`src/rtl/load_queue_if.sv`:
```
// Handshake bundle between the ACU/ROB/hazard side and the load queue.
// It carries the allocation request, the issue controls and the head-of-queue memory request.
interface load_queue_if #(
  parameter int DEPTH       = 4,
  parameter int XLEN        = 32,
  parameter int ROB_TAG_LEN = 5
);
  localparam int CNT_W = $clog2(DEPTH + 1);

  logic                   alloc_enable;
  logic                   alloc_valid;
  logic [XLEN-1:0]        alloc_address;
  logic [ROB_TAG_LEN-1:0] alloc_rd_tag;
  logic [2:0]             alloc_mem_size;
  logic                   pending_stores;
  logic                   lb_exec_stall;
  logic                   flush;
  logic                   full;
  logic                   empty;
  logic [CNT_W-1:0]       count;
  logic                   read_mem;
  logic [XLEN-1:0]        load_address;
  logic [ROB_TAG_LEN-1:0] load_rob_tag;
  logic [2:0]             load_mem_size;

  modport master (
    output alloc_enable, alloc_valid, alloc_address, alloc_rd_tag, alloc_mem_size,
    output pending_stores, lb_exec_stall, flush,
    input  full, empty, count, read_mem, load_address, load_rob_tag, load_mem_size
  );

  modport slave (
    input  alloc_enable, alloc_valid, alloc_address, alloc_rd_tag, alloc_mem_size,
    input  pending_stores, lb_exec_stall, flush,
    output full, empty, count, read_mem, load_address, load_rob_tag, load_mem_size
  );
endinterface

```
`src/rtl/load_queue.sv`:
```
// In-order circular load queue between the ACU and the data memory port.
// It issues the oldest load when no older stores are pending, and a flush drops every entry.
module load_queue #(
  parameter int DEPTH       = 4,
  parameter int XLEN        = 32,
  parameter int ROB_TAG_LEN = 5
) (
  input  logic         clock,
  input  logic         reset,
  load_queue_if.slave  lq
);
  localparam int PTR_W = $clog2(DEPTH);
  localparam int CNT_W = $clog2(DEPTH + 1);

  logic [PTR_W-1:0]       head_q, tail_q;
  logic [CNT_W-1:0]       count_q, count_d;
  logic                   full_q, empty_q;
  logic [DEPTH-1:0]       valid_q;
  logic [XLEN-1:0]        addr_mem [DEPTH];
  logic [ROB_TAG_LEN-1:0] tag_mem  [DEPTH];
  logic [2:0]             size_mem [DEPTH];

  logic alloc_fire, read_mem, deq_fire;

  // Full comes from the registered count, so a dequeue never frees a slot for a same-cycle allocation.
  assign alloc_fire = lq.alloc_enable & lq.alloc_valid & ~full_q;
  assign read_mem   = ~empty_q & valid_q[head_q] & ~lq.pending_stores;
  assign deq_fire   = read_mem & ~lq.lb_exec_stall;

  // NOTE: combinational blocks use blocking '=' with a default first, so no latch is inferred.
  always_comb begin
    count_d = count_q;
    case ({alloc_fire, deq_fire})
      2'b10:   count_d = count_q + CNT_W'(1);
      2'b01:   count_d = count_q - CNT_W'(1);
      default: count_d = count_q;
    endcase
  end

  // NOTE: sequential state uses non-blocking '<=' so every register samples pre-edge values.
  always_ff @(posedge clock or negedge reset) begin
    if (!reset) begin
      valid_q <= '0;
      head_q  <= '0;
      tail_q  <= '0;
      count_q <= '0;
      full_q  <= 1'b0;
      empty_q <= 1'b1;
    end else if (lq.flush) begin
      valid_q <= '0;
      head_q  <= '0;
      tail_q  <= '0;
      count_q <= '0;
      full_q  <= 1'b0;
      empty_q <= 1'b1;
    end else begin
      // Head and tail can only alias when the queue is empty or full, so both updates never hit one slot.
      if (alloc_fire) begin
        valid_q[tail_q] <= 1'b1;
        tail_q          <= tail_q + PTR_W'(1);
      end
      if (deq_fire) begin
        valid_q[head_q] <= 1'b0;
        head_q          <= head_q + PTR_W'(1);
      end
      count_q <= count_d;
      full_q  <= (count_d == CNT_W'(DEPTH));
      empty_q <= (count_d == '0);
    end
  end

  // NOTE: payload storage has no reset; valid bits and the empty gate keep stale data invisible.
  always_ff @(posedge clock) begin
    if (alloc_fire) begin
      addr_mem[tail_q] <= lq.alloc_address;
      tag_mem[tail_q]  <= lq.alloc_rd_tag;
      size_mem[tail_q] <= lq.alloc_mem_size;
    end
  end

  assign lq.full          = full_q;
  assign lq.empty         = empty_q;
  assign lq.count         = count_q;
  assign lq.read_mem      = read_mem;
  assign lq.load_address  = empty_q ? '0 : addr_mem[head_q];
  assign lq.load_rob_tag  = empty_q ? '0 : tag_mem[head_q];
  assign lq.load_mem_size = empty_q ? '0 : size_mem[head_q];
endmodule

```
`src/flat_wrapper.sv`:
```
// flat-port wrapper written by rule: the top's interface ports become plain ports
module load_queue_flat 
#(
  parameter int DEPTH       = 4,
  parameter int XLEN        = 32,
  parameter int ROB_TAG_LEN = 5
)
  (clock, reset, lq_alloc_enable, lq_alloc_valid, lq_alloc_address, lq_alloc_rd_tag, lq_alloc_mem_size, lq_pending_stores, lq_lb_exec_stall, lq_flush, lq_full, lq_empty, lq_count, lq_read_mem, lq_load_address, lq_load_rob_tag, lq_load_mem_size);
  load_queue_if #(.DEPTH(DEPTH), .XLEN(XLEN), .ROB_TAG_LEN(ROB_TAG_LEN)) lq_i ();
  input  logic clock;
  input  logic reset;
  input wire logic [$bits(lq_i.alloc_enable)-1:0] lq_alloc_enable;
  input wire logic [$bits(lq_i.alloc_valid)-1:0] lq_alloc_valid;
  input wire logic [$bits(lq_i.alloc_address)-1:0] lq_alloc_address;
  input wire logic [$bits(lq_i.alloc_rd_tag)-1:0] lq_alloc_rd_tag;
  input wire logic [$bits(lq_i.alloc_mem_size)-1:0] lq_alloc_mem_size;
  input wire logic [$bits(lq_i.pending_stores)-1:0] lq_pending_stores;
  input wire logic [$bits(lq_i.lb_exec_stall)-1:0] lq_lb_exec_stall;
  input wire logic [$bits(lq_i.flush)-1:0] lq_flush;
  output wire logic [$bits(lq_i.full)-1:0] lq_full;
  output wire logic [$bits(lq_i.empty)-1:0] lq_empty;
  output wire logic [$bits(lq_i.count)-1:0] lq_count;
  output wire logic [$bits(lq_i.read_mem)-1:0] lq_read_mem;
  output wire logic [$bits(lq_i.load_address)-1:0] lq_load_address;
  output wire logic [$bits(lq_i.load_rob_tag)-1:0] lq_load_rob_tag;
  output wire logic [$bits(lq_i.load_mem_size)-1:0] lq_load_mem_size;
  assign lq_i.alloc_enable = lq_alloc_enable;
  assign lq_i.alloc_valid = lq_alloc_valid;
  assign lq_i.alloc_address = lq_alloc_address;
  assign lq_i.alloc_rd_tag = lq_alloc_rd_tag;
  assign lq_i.alloc_mem_size = lq_alloc_mem_size;
  assign lq_i.pending_stores = lq_pending_stores;
  assign lq_i.lb_exec_stall = lq_lb_exec_stall;
  assign lq_i.flush = lq_flush;
  assign lq_full = lq_i.full;
  assign lq_empty = lq_i.empty;
  assign lq_count = lq_i.count;
  assign lq_read_mem = lq_i.read_mem;
  assign lq_load_address = lq_i.load_address;
  assign lq_load_rob_tag = lq_i.load_rob_tag;
  assign lq_load_mem_size = lq_i.load_mem_size;
  load_queue #(.DEPTH(DEPTH), .XLEN(XLEN), .ROB_TAG_LEN(ROB_TAG_LEN)) u_core (.clock(clock), .reset(reset), .lq(lq_i));
endmodule
```
`config.mk`:
```
export PLATFORM = sky130hd
export DESIGN_NAME = load_queue_flat
export DESIGN_NICKNAME = d
export VERILOG_FILES = /design/src/rtl/load_queue_if.sv /design/src/rtl/load_queue.sv /design/src/flat_wrapper.sv
export SDC_FILE = /design/constraint.sdc
export NUM_CORES = 1
export LEC_CHECK = 0
export CAP_MARGIN = 25
export CORE_ASPECT_RATIO = 1.4
export CORE_MARGIN = 2
export CORE_UTILIZATION = 25
export DETAILED_ROUTE_END_ITERATION = 16
export HOLD_SLACK_MARGIN = 0.03
export PLACE_DENSITY = 0.51
export SETUP_SLACK_MARGIN = 0.2
export SLEW_MARGIN = 10
export SYNTH_ARGS = -nofsm -noshare
export SYNTH_HDL_FRONTEND = slang
export SYNTH_SLANG_ARGS = --single-unit
```
`constraint.sdc`:
```
create_clock -name clock -period 2.5 [get_ports clock]
set_input_delay 0.5 -clock clock [delete_from_list [all_inputs] [get_ports clock]]
set_output_delay 0.5 -clock clock [all_outputs]
set_load 0.01 [all_outputs]
```
==> flow_summary.ini <==
[critical_path]
critical_path.endpoint_type = output port
r2r_cells = 12
timing.critical_path.buf_inv = 5
crit_path_max_delay_family = buffers and inverters
max_stage_delay_ns = 0.52
worstPathCellList = buf_6, buf_12, buf_16, buf_12, mux4_2, nor2b_1, buf_2
r2r-end = u_core.lq.empty$_DFF_PN1_
cp_data_required_time_ns = 2.00
regToRegStartpoint = u_core.head_q[0]$_DFFE_PN0P_
critPathArrivalTime_ns = 2.13
instance_count_on_the_critical_path = 7
start_kind = flop
slowest_stage = sky130_fd_sc_hd__dfrtp_4
worstSetupPathType = reg -> out
worst-path-max-fanout = 5
r2r_setup_slack_ns = -0.06
crit_top_cell = sky130_fd_sc_hd__buf_12

[synth]
synthCells = 332
yosysSeqAreaShare = 0.747
synth.top_cells.by_area = sky130_fd_sc_hd__edfxtp_1 70%, sky130_fd_sc_hd__mux4_2 13%, sky130_fd_sc_hd__dfrtp_1 4.4%, sky130_fd_sc_hd__nor2b_1 3.7%, sky130_fd_sc_hd__ha_1 1.6%
post_synth_mux_area_share = 0.141
ys_warn_count = 0
share_of_the_synthesized_netlist_area_taken_by_xor_and_xnor_gates = 0.00383
synthesis.nets = 389
syn-cell-area_um2 = 6870
synthesis.area_per_instance_um2 = 20.7
main_combinational_cell_family_by_area_after_synthesis = multiplexers
synth-simple-area-share = 0.0550
synth.lib_cells_used.distinct = 29
synth.ff_latch_count = 173
post_synth_fa_ha_maj_area_fraction = 0.0193
synth_top_area_share = 0.700
synth_largest_area_cell = sky130_fd_sc_hd__edfxtp_1
synth_compound_area_frac = 0.0140

[clock_tree]
cts.htree.levels = 4
clk_latency_ns = 0.43
cts-root-buf = sky130_fd_sc_hd__clkbuf_16
tritoncts = yes
clk_pin_slew_worst_paths_ns = 0.07
cts_hold_repair.buffers = 0
cts.sinks = 173
cts_made_buffers = 17
cts-root-to-sink-buffers = 2

[timing]
setup_viol = 35
worst_slew_margin_rel = 0.577
fin_ws_ns = -0.126
totalNegativeSetupSlack_ns = -1.43
fmax_mhz = 381
worst_pin_slew_ns = 0.632
timing_hold_violations_final = 0
period_needed_ns = 2.63
worst_hold_slack_ns = 0.463
final_max_slew_viol_count = 0
rsz_0062_raised_after_global_routing = yes
final.period_utilization = 1.05
timing.clock.skew_ns = 0.0120

[routing]
drt_iter0_markers = 194
route.final.wire_length_um = 15900
routed_via_density = 4.13
antenna_violating_nets_post_route = 0
route.vias.total = 3563
drt_pre_antenna_iters = 4
drc_errors = 0
wire_per_inst_um = 18.4

[outcome]
status = finished, violations left
violated_checks = negative setup slack

[die]
floorplan.die_area_um2 = 28800
starting_density_of_the_core = 0.255
fp-row-count = 71
io_pins = 93
die_width_um = 144
placeable_core_region_um2 = 26900
fp.dieH_um = 200

[placed_design]
place.port_buffers = 92
place_inst = 794
place.gp.congestion = 0.697
dp_slack_ns = -0.242
dp_hpwl_um = 8980

[power_and_ir_drop]
ir_worst_vdd_v = 0.000435
post-layout-total-power_mw = 6.50
p_leak_nw = 3.35
power.density_cell_area_nw_per_um2 = 670

[layout]
finish.cell_count_without_fillers = 862
mostFrequentLayoutCell = sky130_fd_sc_hd__edfxtp_1
final-seq-area_um2 = 5140
num-fill-cells = 2524
fraction_of_final_layout_cells_with_drive_strength_greater_than_1 = 0.416
multi_input_area_um2 = 1810
finish.net_count = 541
diodes = 0
most_frequent_cells_in_the_layout = 160 x sky130_fd_sc_hd__edfxtp_1, 50 x sky130_fd_sc_hd__clkdlybuf4s50_1, 40 x sky130_fd_sc_hd__mux4_2
synthToLayoutAreaGrowth_pct = 41.3

[grt]
groute.usage.overall = 0.116
first_global_vias = 3995
grt_first_pass_wirelength_um = 23900
antenna_found_initial = 1
grt_start_max_net_pins = 28
gr-total-overflow = 0

[min_path]
hold_path.class = in -> async

[job]
cap_violations = 0
## layout make-up
type                    instances  share of cell area
clock inverters                15              0.0191
repair buffers                149               0.171
multi-input cells             136               0.187
flip-flops and latches        173               0.529
well taps                     365              0.0471
clock buffers                  17              0.0438
inverters                       7             0.00271
## through the flow
step / cell area, µm² / util
finish: 9700 / 0.360
global route: 9700 / 0.360
CTS: 9500 / 0.353
detailed placement: 8430 / 0.313
global placement: 8430 / 0.313
floorplan: 6870 / -
## how the worst max path moves through the flow
stage | endpoint | startpoint | slack [ns]
final | lq_load_address[22] | u_core.head_q[0]$_DFFE_PN0P_ | -0.13
after global routing | lq_load_address[22] | u_core.head_q[0]$_DFFE_PN0P_ | -0.19
after CTS | u_core.lq.empty$_DFF_PN1_ | u_core.head_q[0]$_DFFE_PN0P_ | -0.15
after detailed placement | u_core.lq.empty$_DFF_PN1_ | lq_pending_stores | -0.24
after global placement | u_core.lq.empty$_DFF_PN1_ | lq_pending_stores | -0.17
after floorplan | u_core.lq.empty$_DFF_PN1_ | u_core.head_q[0]$_DFFE_PN0P_ | 0.21
## synth_stat cells
cell type	n
sky130_fd_sc_hd__edfxtp_1	160
sky130_fd_sc_hd__nor2b_1	41
sky130_fd_sc_hd__mux4_2	40
sky130_fd_sc_hd__dfrtp_1	12
sky130_fd_sc_hd__nor2_1	11
sky130_fd_sc_hd__ha_1	9
sky130_fd_sc_hd__inv_1	7
sky130_fd_sc_hd__a21oi_1	6
sky130_fd_sc_hd__buf_2	6
sky130_fd_sc_hd__buf_6	5
sky130_fd_sc_hd__clkbuf_1	5
sky130_fd_sc_hd__a211oi_1	4
sky130_fd_sc_hd__and2_1	4
sky130_fd_sc_hd__mux2i_1	4
sky130_fd_sc_hd__mux2_4	2
sky130_fd_sc_hd__nand2_1	2
sky130_fd_sc_hd__xnor2_1	2
sky130_fd_sc_hd__a2111oi_0	1
sky130_fd_sc_hd__a31oi_1	1
sky130_fd_sc_hd__dfstp_2	1
sky130_fd_sc_hd__fa_1	1
sky130_fd_sc_hd__nand2b_4	1
sky130_fd_sc_hd__nand3_1	1
sky130_fd_sc_hd__nand3_2	1
sky130_fd_sc_hd__nor3_2	1
sky130_fd_sc_hd__o21ai_0	1
sky130_fd_sc_hd__o21ai_4	1
sky130_fd_sc_hd__or3b_2	1
sky130_fd_sc_hd__xor2_1	1
## flip-flops by register name, indices dropped and copies added, names as in the netlist
| signal | count |
|---|---|
| u_core.addr_mem | 128 |
| u_core.tag_mem | 20 |
| u_core.size_mem | 12 |
| u_core.valid_q | 4 |
| u_core.lq.count | 3 |
| u_core.head_q | 2 |
| u_core.tail_q | 2 |
| u_core.lq.empty | 1 |
| u_core.lq.full | 1 |
## worst register-to-register path: stages (launching register included)
cell and delay, ns:
sky130_fd_sc_hd__dfrtp_4 0.52, sky130_fd_sc_hd__buf_6 0.14, sky130_fd_sc_hd__buf_6 0.12, sky130_fd_sc_hd__mux2_4 0.31
sky130_fd_sc_hd__nand3_4 0.09, sky130_fd_sc_hd__o21ai_4 0.07, sky130_fd_sc_hd__ha_4 0.17, sky130_fd_sc_hd__fa_2 0.34
sky130_fd_sc_hd__xnor2_1 0.13, sky130_fd_sc_hd__nor2_1 0.11, sky130_fd_sc_hd__mux2i_1 0.25, sky130_fd_sc_hd__inv_1 0.08
sky130_fd_sc_hd__a31oi_1 0.16
## power breakdown
part | internal, mW | switching [mW]
Sequential | 3.23 | 0.0240
Clock | 1.59 | 1.13
Combinational | 0.281 | 0.239
## timing repair
action / 4_1_cts / 5_1_grt
pin swaps: 6 / 3
setup endpoints to repair: 45 / 45
gates resized for setup: 216 / 34
gates cloned: 4 / 0
setup buffers: 29 / 3
## layer usage
layer  vias to the layer above  global-route usage  share of wire
met1                      1862               0.137           0.42
met3                        16              0.0293          0.036
met2                        62               0.204           0.53
met4                         2              0.0425          0.014
met5                         -                   0        0.00082
li1                       1621                   -              -
## cells by family after synthesis
family / Yosys count
and+or+nand+nor: 63
buffers and inverters: 23
DFF: 173
muxes: 46
AOI/OAI and AO/OA: 14
adders and majority gates: 10
xor gates and xnor gates: 3
No activity file was read; power rests on OpenSTA's default activity.
